[config.mk]
export PLATFORM = sky130hd
export DESIGN_NAME = cory_s2p
export DESIGN_NICKNAME = d
export VERILOG_FILES = /design/src/rtl/cory_s2p.sv
export SDC_FILE = /design/constraint.sdc
export NUM_CORES = 1
export LEC_CHECK = 0
export ABC_AREA = 1
export CAP_MARGIN = 20
export CORE_AREA = 8 8 56 58
export CTS_CLUSTER_SIZE = 40
export DETAILED_ROUTE_END_ITERATION = 6
export DIE_AREA = 0 0 64 66
export PLACE_DENSITY_LB_ADDON = 0.2
export REMOVE_ABC_BUFFERS = 1
export SYNTH_ARGS = -nofsm -noshare
export SYNTH_HDL_FRONTEND = slang
export SYNTH_SLANG_ARGS = --single-unit
[constraint.sdc]
create_clock -name clk -period 2.5 [get_ports clk]
set_input_delay 0.5 -clock clk [delete_from_list [all_inputs] [get_ports clk]]
set_output_delay 0.5 -clock clk [all_outputs]
set_load 0.02 [all_outputs]
[src/rtl/cory_s2p.sv]
// rtl/cory_s2p.sv - narrow-to-wide slice packer with registered valid/ready output
// Optional slice-index checking is built in with `define CORY_S2P_SCHK_EN.
module cory_s2p #(
  parameter  int N  = 8,
  parameter  int R  = 2,
  localparam int A  = N * R,
  localparam int BS = (R <= 2) ? 1 : $clog2(R)
) (
  input  logic          clk,
  input  logic          reset_n,
  input  logic          i_a_v,
  input  logic [N-1:0]  i_a_d,
  input  logic [BS-1:0] i_a_s,
  output logic          o_a_r,
  output logic          o_z_v,
  output logic [A-1:0]  o_z_d,
  input  logic          i_z_r,
  output logic          o_err
);

  localparam logic [BS-1:0] LAST = BS'(R - 1);

  logic [BS-1:0]        cnt, cnt_nxt;
  logic [(R-1)*N-1:0]   acc, acc_nxt;
  logic                 z_v, z_v_nxt;
  logic [A-1:0]         z_d, z_d_nxt;
  logic                 err, err_nxt;
  logic                 xfer;
  logic                 seq_ok;
  logic                 restart;

`ifdef SIM
  initial begin
    if (!(R == 2 || R == 4 || R == 8 || R == 16)) begin
      $display("ERROR: cory_s2p R=%0d not in {2,4,8,16}", R);
      $finish;
    end
  end
`endif

`ifdef CORY_S2P_SCHK_EN
  assign seq_ok  = (i_a_s == cnt);
  assign restart = (i_a_s == '0);
`else
  logic unused_s;
  assign unused_s = ^i_a_s;
  assign seq_ok   = 1'b1;
  assign restart  = 1'b0;
`endif

  assign xfer = i_a_v & o_a_r;

  always_ff @(posedge clk or negedge reset_n) begin
    if (!reset_n) begin
      cnt <= '0;
      acc <= '0;
      z_v <= 1'b0;
      z_d <= '0;
      err <= 1'b0;
    end else begin
      cnt <= cnt_nxt;
      acc <= acc_nxt;
      z_v <= z_v_nxt;
      z_d <= z_d_nxt;
      err <= err_nxt;
    end
  end

  // An out-of-order index 0 restarts the word; any other mismatch drops the beat.
  always_comb begin
    cnt_nxt = cnt;
    acc_nxt = acc;
    z_v_nxt = z_v;
    z_d_nxt = z_d;
    err_nxt = 1'b0;
    if (z_v && i_z_r) begin
      z_v_nxt = 1'b0;
    end
    if (xfer) begin
      if (!seq_ok) begin
        err_nxt = 1'b1;
        if (restart) begin
          acc_nxt[0 +: N] = i_a_d;
          cnt_nxt         = BS'(1);
        end else begin
          cnt_nxt = '0;
        end
      end else if (cnt == LAST) begin
        z_d_nxt = {i_a_d, acc};
        z_v_nxt = 1'b1;
        cnt_nxt = '0;
      end else begin
        for (int k = 0; k < R - 1; k++) begin
          if (cnt == BS'(k)) begin
            acc_nxt[k*N +: N] = i_a_d;
          end
        end
        cnt_nxt = cnt + BS'(1);
      end
    end
  end

  // Only the last slice can stall, and only while an unconsumed word is held.
  always_comb begin
    o_a_r = (cnt != LAST) | ~z_v | i_z_r;
    o_z_v = z_v;
    o_z_d = z_d;
    o_err = err;
  end

endmodule

# After elaboration in Yosys (flattened, before gate mapping)
# Cells that the tools add are included.
dict set report op_classes {
  n_addsub 1
  n_mul 0
  n_div 0
  n_lt_le_gt_ge 0
  n_eq_ne 0
  shift 0
  muxes 4
  bitwise 5
  reduce_logical 3
}
# op n
set ops {}
lappend ops {{$mux 1} 4}
lappend ops {{$reduce_and 2->1} 2}
lappend ops {{$not 1->1} 2}
lappend ops {{$or 1x1->1} 2}
lappend ops {{$add 1x1->1 const B} 1}
lappend ops {{$and 1x1->1} 1}
lappend ops {{$logic_and 1x1->1} 1}
dict set report word_totals {
  regBits 26
  latchBits 0
  ramBits 0
  romBits 0
  input_bits 13
  output_inout_bits 19
  memories 0
}

# Depth between registers and ports, before layout
# Gate-level depths: netlist of the first run.
dict set report depth {
  word_depth 5
  ltp_mapped 6
  mapped_depth_nobuf 5
}

# Worst setup path before layout of the first run
# Ideal clock, no wire load.
dict set report synth_path {
  path_type {input to output}
  from {input port i_z_r}
  to {output port o_a_r}
  arrival_time_ns 0.740
  slack_ns 1.260
  path_stages 2
  path_cell_list {inv_1 nand3_1}
}
dict set report synth_between {
  elab_chain_len 1
}
# element line_no
set synth_rtl {}
lappend synth_rtl {{start: declaration} 17} ;# input logic i_z_r,
lappend synth_rtl {{$or 1x1->1} 105} ;# o_a_r = (cnt != LAST) | ~z_v | i_z_r;
lappend synth_rtl {{end: declaration} 14} ;# output logic o_a_r,
# Every way passes these cells.

# Final worst setup path of the first run
# Same ends and word-level chain as after synthesis.

==> impl_metrics.tcl, run 1 <==
set metrics [dict create \
    status "completed" \
    crit_type "in -> out" \
    cts_hold_buffers 0 \
    cp_cell_sequence "clkdlybuf4s50_1 > inv_1 > nand3_1 > clkdlybuf4s50_1" \
    cts_tree "yes" \
    power_density_nw_per_um2 985.8 \
    htree_levels 1 \
    synth_area_um2 1065 \
    yosysTopAreaCell "dfrtp_1" \
    final_cells 175 \
    nNetsFinal 159 \
    dr_total_vias 859 \
    clk_pin_slew_ns 0.13 \
    switchingPower_w 0.0004905 \
    ys.flop_type "dfrtp_1" \
    p_clk_share_pct 15.2 \
    cp.arrival_ns 1.67 \
    p_sw_share_pct 35.60 \
    routedWlPerCell_um 13.23 \
    io_buffers 29 \
    fmaxAchievable_mhz 459.9 \
    syn_inst 115 \
    crit_required_ns 2.00 \
    die_area_um2 4224 \
    first_iter_violations 32 \
    max-vdd-ir-drop_mv 0.6044 \
    synth-seq-cells 26 \
    start_util_pct 45.90 \
    cts-buffers-inserted 3 \
    synth_area_leaders "dfrtp_1 (61%), nand2_1 (17%), nand3_1 (12%)" \
    grt_pass1_wl_um 4091 \
    cts_resized 0 \
    slowest_stage "clkdlybuf4s50_1" \
    internal_power_w 0.0008872 \
    grt_usage_pct 11.94 \
    comb_power_share_pct 38.7 \
    ys_top_cells_by_count "nand2_1 (49), dfrtp_1 (26), nand3_1 (25)" \
    dieWidth_um 64 \
    drt_first_pass_iters 4 \
    synth_edf_count 0 \
    drv_slew 0 \
    drc_errors 0 \
    place_ws_ns 0.3249 \
    antennaDiodeCount 0 \
    p_seq_share_pct 46.0 \
    yosysWarnings 0 \
    synth_cell_types 14 \
    core_area_um2 2320 \
    grt_pass1_vias 901 \
    synth_most_common_cell "nand2_1" \
    max-cap-violations 0 \
    finClkSkew_ns 0.001353 \
    grt_max_degree 27 \
    period_share_pct 86.97 \
    drive_gt1_share_pct 8.276 \
    min_path_type "reg -> reg" \
    async_flop_share_pct 100.0 \
    rows 18 \
    rsz0062_at_grt "false" \
    grt_overflow_total 0 \
    dp_cells 171 \
    gp_congestion 0.7058 \
    root_buffer "clkbuf_4" \
    antenna_found_initial 0 \
    slowest_delay_ns 0.61 \
    synth_seq_area_share_pct 61.10 \
    cpMostUsedCell "clkdlybuf4s50_1" \
    setup_slack_ns 0.3257 \
    cts.path.max_buffers 2 \
    syn_to_final_growth_pct 31.26 \
    final.setup.tns_ns 0 \
    p_leak_nw 0.7067 \
    cp-start-kind "input port" \
    synth_top_area_share_pct 61.10 \
    die_y_um 66 \
    nFillCells 219 \
    path_max_fanout 2 \
    synth.avg_cell_area_um2 9.259 \
    io_pins 32 \
    finalHoldViolations 0 \
    clkLatencyLatePin_ns 0.32 \
    setup_violations 0 \
    wl_um 2316 \
    ant_nets 0 \
    dp_hpwl_um 1610 \
    via_per_inst 4.909 \
    min_period_ns 2.174 \
    cp-end-kind "primary output" \
    cts_setup_buffers 0 \
    cts.sinks 26 \
]
-- logic make-up after synthesis --
family / synth area share (%)
AND/OR/NAND/NOR: 32.20
flip-flops: 61.10
buffers and inverters: 5.875
AO/OA/AOI/OAI: 0.4696
other: 0.3522
-- power groups by stage --
stage / sequential [W] / combinational (W) / clock (W)
6_report: 0.000634 / 0.000533 / 0.000210
5_1_grt: 0.000649 / 0.000588 / 0.000239
4_1_cts: 0.000635 / 0.000545 / 0.000215
3_5_place_dp: 0.000644 / 0.000542 / 0
3_3_place_gp: 0.000634 / 0.000535 / 0
2_1_floorplan: 0.000753 / 0.000154 / 0
-- through the flow --
step                      cell area, um2  hold WS [ns]   power, W  util (%)
after CTS                           1398        0.4898   0.001395     60.25
after global placement              1361        0.4525   0.001169     58.68
after global routing                1398        0.5131   0.001476     60.25
after detailed placement            1361        0.4581   0.001186     58.68
after floorplan                     1018        0.2044  0.0009063         -
final                               1398        0.4875   0.001378     60.25
-- worst max-delay path, delay by kind of cell --
family | cells | cell delay (ns)
simple gates | 1 | 0.06
buf+inv | 3 | 1.11
-- cell type report --
type,count,area (um2),area share [%]
Inverter,3,16.27,1.164
Timing Repair Buffer,31,305.3,21.84
Tap cell,30,37.54,2.686
Sequential cell,26,650.6,46.55
Multi-Input combinational cell,81,351.6,25.16
Clock buffer,4,36.28,2.596
-- layer usage --
metal | routed length [um] | vias to the layer above | track usage [%]
li1 | - | 424 | -
met1 | 1062 | 404 | 14.29
met2 | 1054 | 26 | 18.44
met3 | 151 | 5 | 4.407
met4 | 48 | 0 | 6.128
met5 | 0 | - | 0
-- sequential cells by signal (all words and copies together) (netlist names) --
register / cells
acc: 8
cnt: 1
o_z_v: 1
o_z_d: 16
-- worst paths after layout --
check,from,cells past startpoint,to,slack [ns]
max in group asynchronous,reset_n,2,o_z_d[11],1.73
setup / recovery,i_z_r,4,o_a_r,0.33
min in group asynchronous,reset_n,2,o_z_d[12],0.53
setup reg to reg,o_z_v,4,o_z_d[13],1.29
hold / removal,o_z_d[10],2,o_z_d[10],0.49
hold reg to reg,o_z_d[10],2,o_z_d[10],0.49
-- cell usage in the layout, fill, tap and decap left out, drive strengths merged --
| cell type | instances |
|---|---|
| clkdlybuf4s50 | 29 |
| conb | 1 |
| nand2 | 53 |
| clkinv | 1 |
| dfrtp | 26 |
| a21oi | 1 |
| clkbuf | 4 |
| nor2 | 1 |
| inv | 2 |
| nand3 | 25 |
| buf | 2 |
Power figures use the tool's default switching activity.
==> run 2: changes to the inputs <==
--- a/config.mk
+++ b/config.mk
@@ -11,7 +11,7 @@
 export CTS_CLUSTER_SIZE = 40
 export DETAILED_ROUTE_END_ITERATION = 6
 export DIE_AREA = 0 0 64 66
-export PLACE_DENSITY_LB_ADDON = 0.2
+export PLACE_DENSITY_LB_ADDON = 0.3
 export REMOVE_ABC_BUFFERS = 1
 export SYNTH_ARGS = -nofsm -noshare
 export SYNTH_HDL_FRONTEND = slang
==> impl_metrics.tcl, run 2 (synthesized netlist as in run 1, its figures left out) <==
set metrics [dict create \
    status "completed" \
    io_buffers 29 \
    layout_commonest_cell "nand2_1" \
    ant_nets 0 \
    clk_pin_slew_ns 0.13 \
    power_w 0.001330 \
    min_period_ns 2.172 \
    switchingPower_w 0.0004752 \
    antenna_found_initial 0 \
    slowest_stage "clkdlybuf4s50_1" \
    dr_total_vias 836 \
    grt_max_degree 27 \
    cp-start-kind "input port" \
    clkLatencyLatePin_ns 0.30 \
    p_seq_share_pct 47.4 \
    finalHoldViolations 0 \
    drt_first_pass_iters 4 \
    power_density_nw_per_um2 960.8 \
    htree_levels 1 \
    slowest_delay_ns 0.61 \
    io_pins 32 \
    final.setup.tns_ns 0 \
    p_sw_share_pct 35.74 \
    drv_slew 0 \
    max-vdd-ir-drop_mv 0.4342 \
    layout_common_cells "nand2_1 (49), clkdlybuf4s50_1 (29), dfrtp_1 (26)" \
    rows 18 \
    cpMostUsedCell "clkdlybuf4s50_1" \
    wl_um 2183 \
    path_max_fanout 2 \
    cts.sinks 26 \
    root_buffer "clkbuf_4" \
    grt_pass1_vias 861 \
    cts_hold_buffers 0 \
    internal_power_w 0.0008543 \
    grt_usage_pct 10.72 \
    rsz0062_at_grt "false" \
    start_util_pct 45.90 \
    dp_hpwl_um 1612 \
    largest_reg_flops 16 \
    cp-end-kind "primary output" \
    fmaxAchievable_mhz 460.4 \
    cts-buffers-inserted 3 \
    core_area_um2 2320 \
    cts_tree "yes" \
    syn_to_final_growth_pct 29.97 \
    cts_setup_buffers 0 \
    grt_pass1_wl_um 3753 \
    cts.path.max_buffers 2 \
    drc_errors 0 \
    first_iter_violations 19 \
    nNetsFinal 159 \
    setup_violations 0 \
    drive_gt1_share_pct 7.639 \
    die_y_um 66 \
    cts_resized 0 \
    crit_type "in -> out" \
    gp_congestion 0.7370 \
    finClkSkew_ns 0.002040 \
    dieWidth_um 64 \
    crit_buf_inv 3 \
    min_path_type "reg -> reg" \
    period_share_pct 86.88 \
    cp_cell_sequence "clkdlybuf4s50_1 > inv_1 > nand3_1 > clkdlybuf4s50_1" \
    p_leak_nw 0.6995 \
    routedWlPerCell_um 12.55 \
    crit_family "buffers and inverters" \
    crit_required_ns 2.00 \
    p_clk_share_pct 12.5 \
    max-cap-violations 0 \
    die_area_um2 4224 \
    antennaDiodeCount 0 \
    grt_overflow_total 0 \
    cp.arrival_ns 1.67 \
    comb_power_share_pct 40.1 \
    via_per_inst 4.805 \
]
-- run 2: cell count changes in the layout (fill, tap and decap cells not counted) --
cell and delta:
clkbuf_8 -1
-- run 2: final cells by class --
class                      instances  area (um2)
tap                               30       37.54
timing repair buffer              31       305.3
sequential                        26       650.6
fill                             222       935.9
inverter                           3       16.27
multi-input combinational         81       351.6
clock buffer                       3       22.52
-- run 2: power by group through the flow --
| stage | sequential [W] | combinational (W) | clock (W) |
|---|---|---|---|
| after floorplan | 0.000753 | 0.000154 | 0 |
| after global placement | 0.000634 | 0.000534 | 0 |
| after detailed placement | 0.000641 | 0.000544 | 0 |
| after CTS | 0.000632 | 0.000546 | 0.000175 |
| after global routing | 0.000648 | 0.000585 | 0.000190 |
| final | 0.000630 | 0.000534 | 0.000166 |
-- run 2: worst min-delay path: stages (launching register included) --
cell,delay (ns)
dfrtp_1,0.37
nand2_1,0.05
nand2_1,0.04
-- run 2: final timing paths --
| kind | startpoint | end | slack, ns | cells past startpoint |
|---|---|---|---|---|
| setup / recovery | i_z_r | o_a_r | 0.33 | 4 |
| hold / removal | o_z_d[8] | o_z_d[8] | 0.48 | 2 |
| setup reg to reg | o_z_v | o_z_d[5] | 1.32 | 4 |
| hold reg to reg | o_z_d[8] | o_z_d[8] | 0.48 | 2 |
| max in group asynchronous | reset_n | o_z_d[5] | 1.72 | 2 |
| min in group asynchronous | reset_n | o_z_d[10] | 0.54 | 2 |
-- run 2: metal layers --
layer  up-vias  global-route usage (%)  share of wire [%]
li1        424                       -                  -
met5         -                       0                  0
met1       398                   11.30                 40
met3         2                   1.695                3.3
met4         0                   4.178                1.2
met2        12                   20.70                 55
-- run 2: through the flow --
stage	area, um2	setup WS, ns	hold WS (ns)	util, %	instances
2_1_floorplan	1018	1.260	0.2044	-	110
3_3_place_gp	1361	0.3336	0.4529	58.68	171
3_5_place_dp	1361	0.3242	0.4577	58.68	171
4_1_cts	1384	0.3159	0.4894	59.65	174
5_1_grt	1384	0.2781	0.5073	59.65	174
6_report	1384	0.3280	0.4844	59.65	174
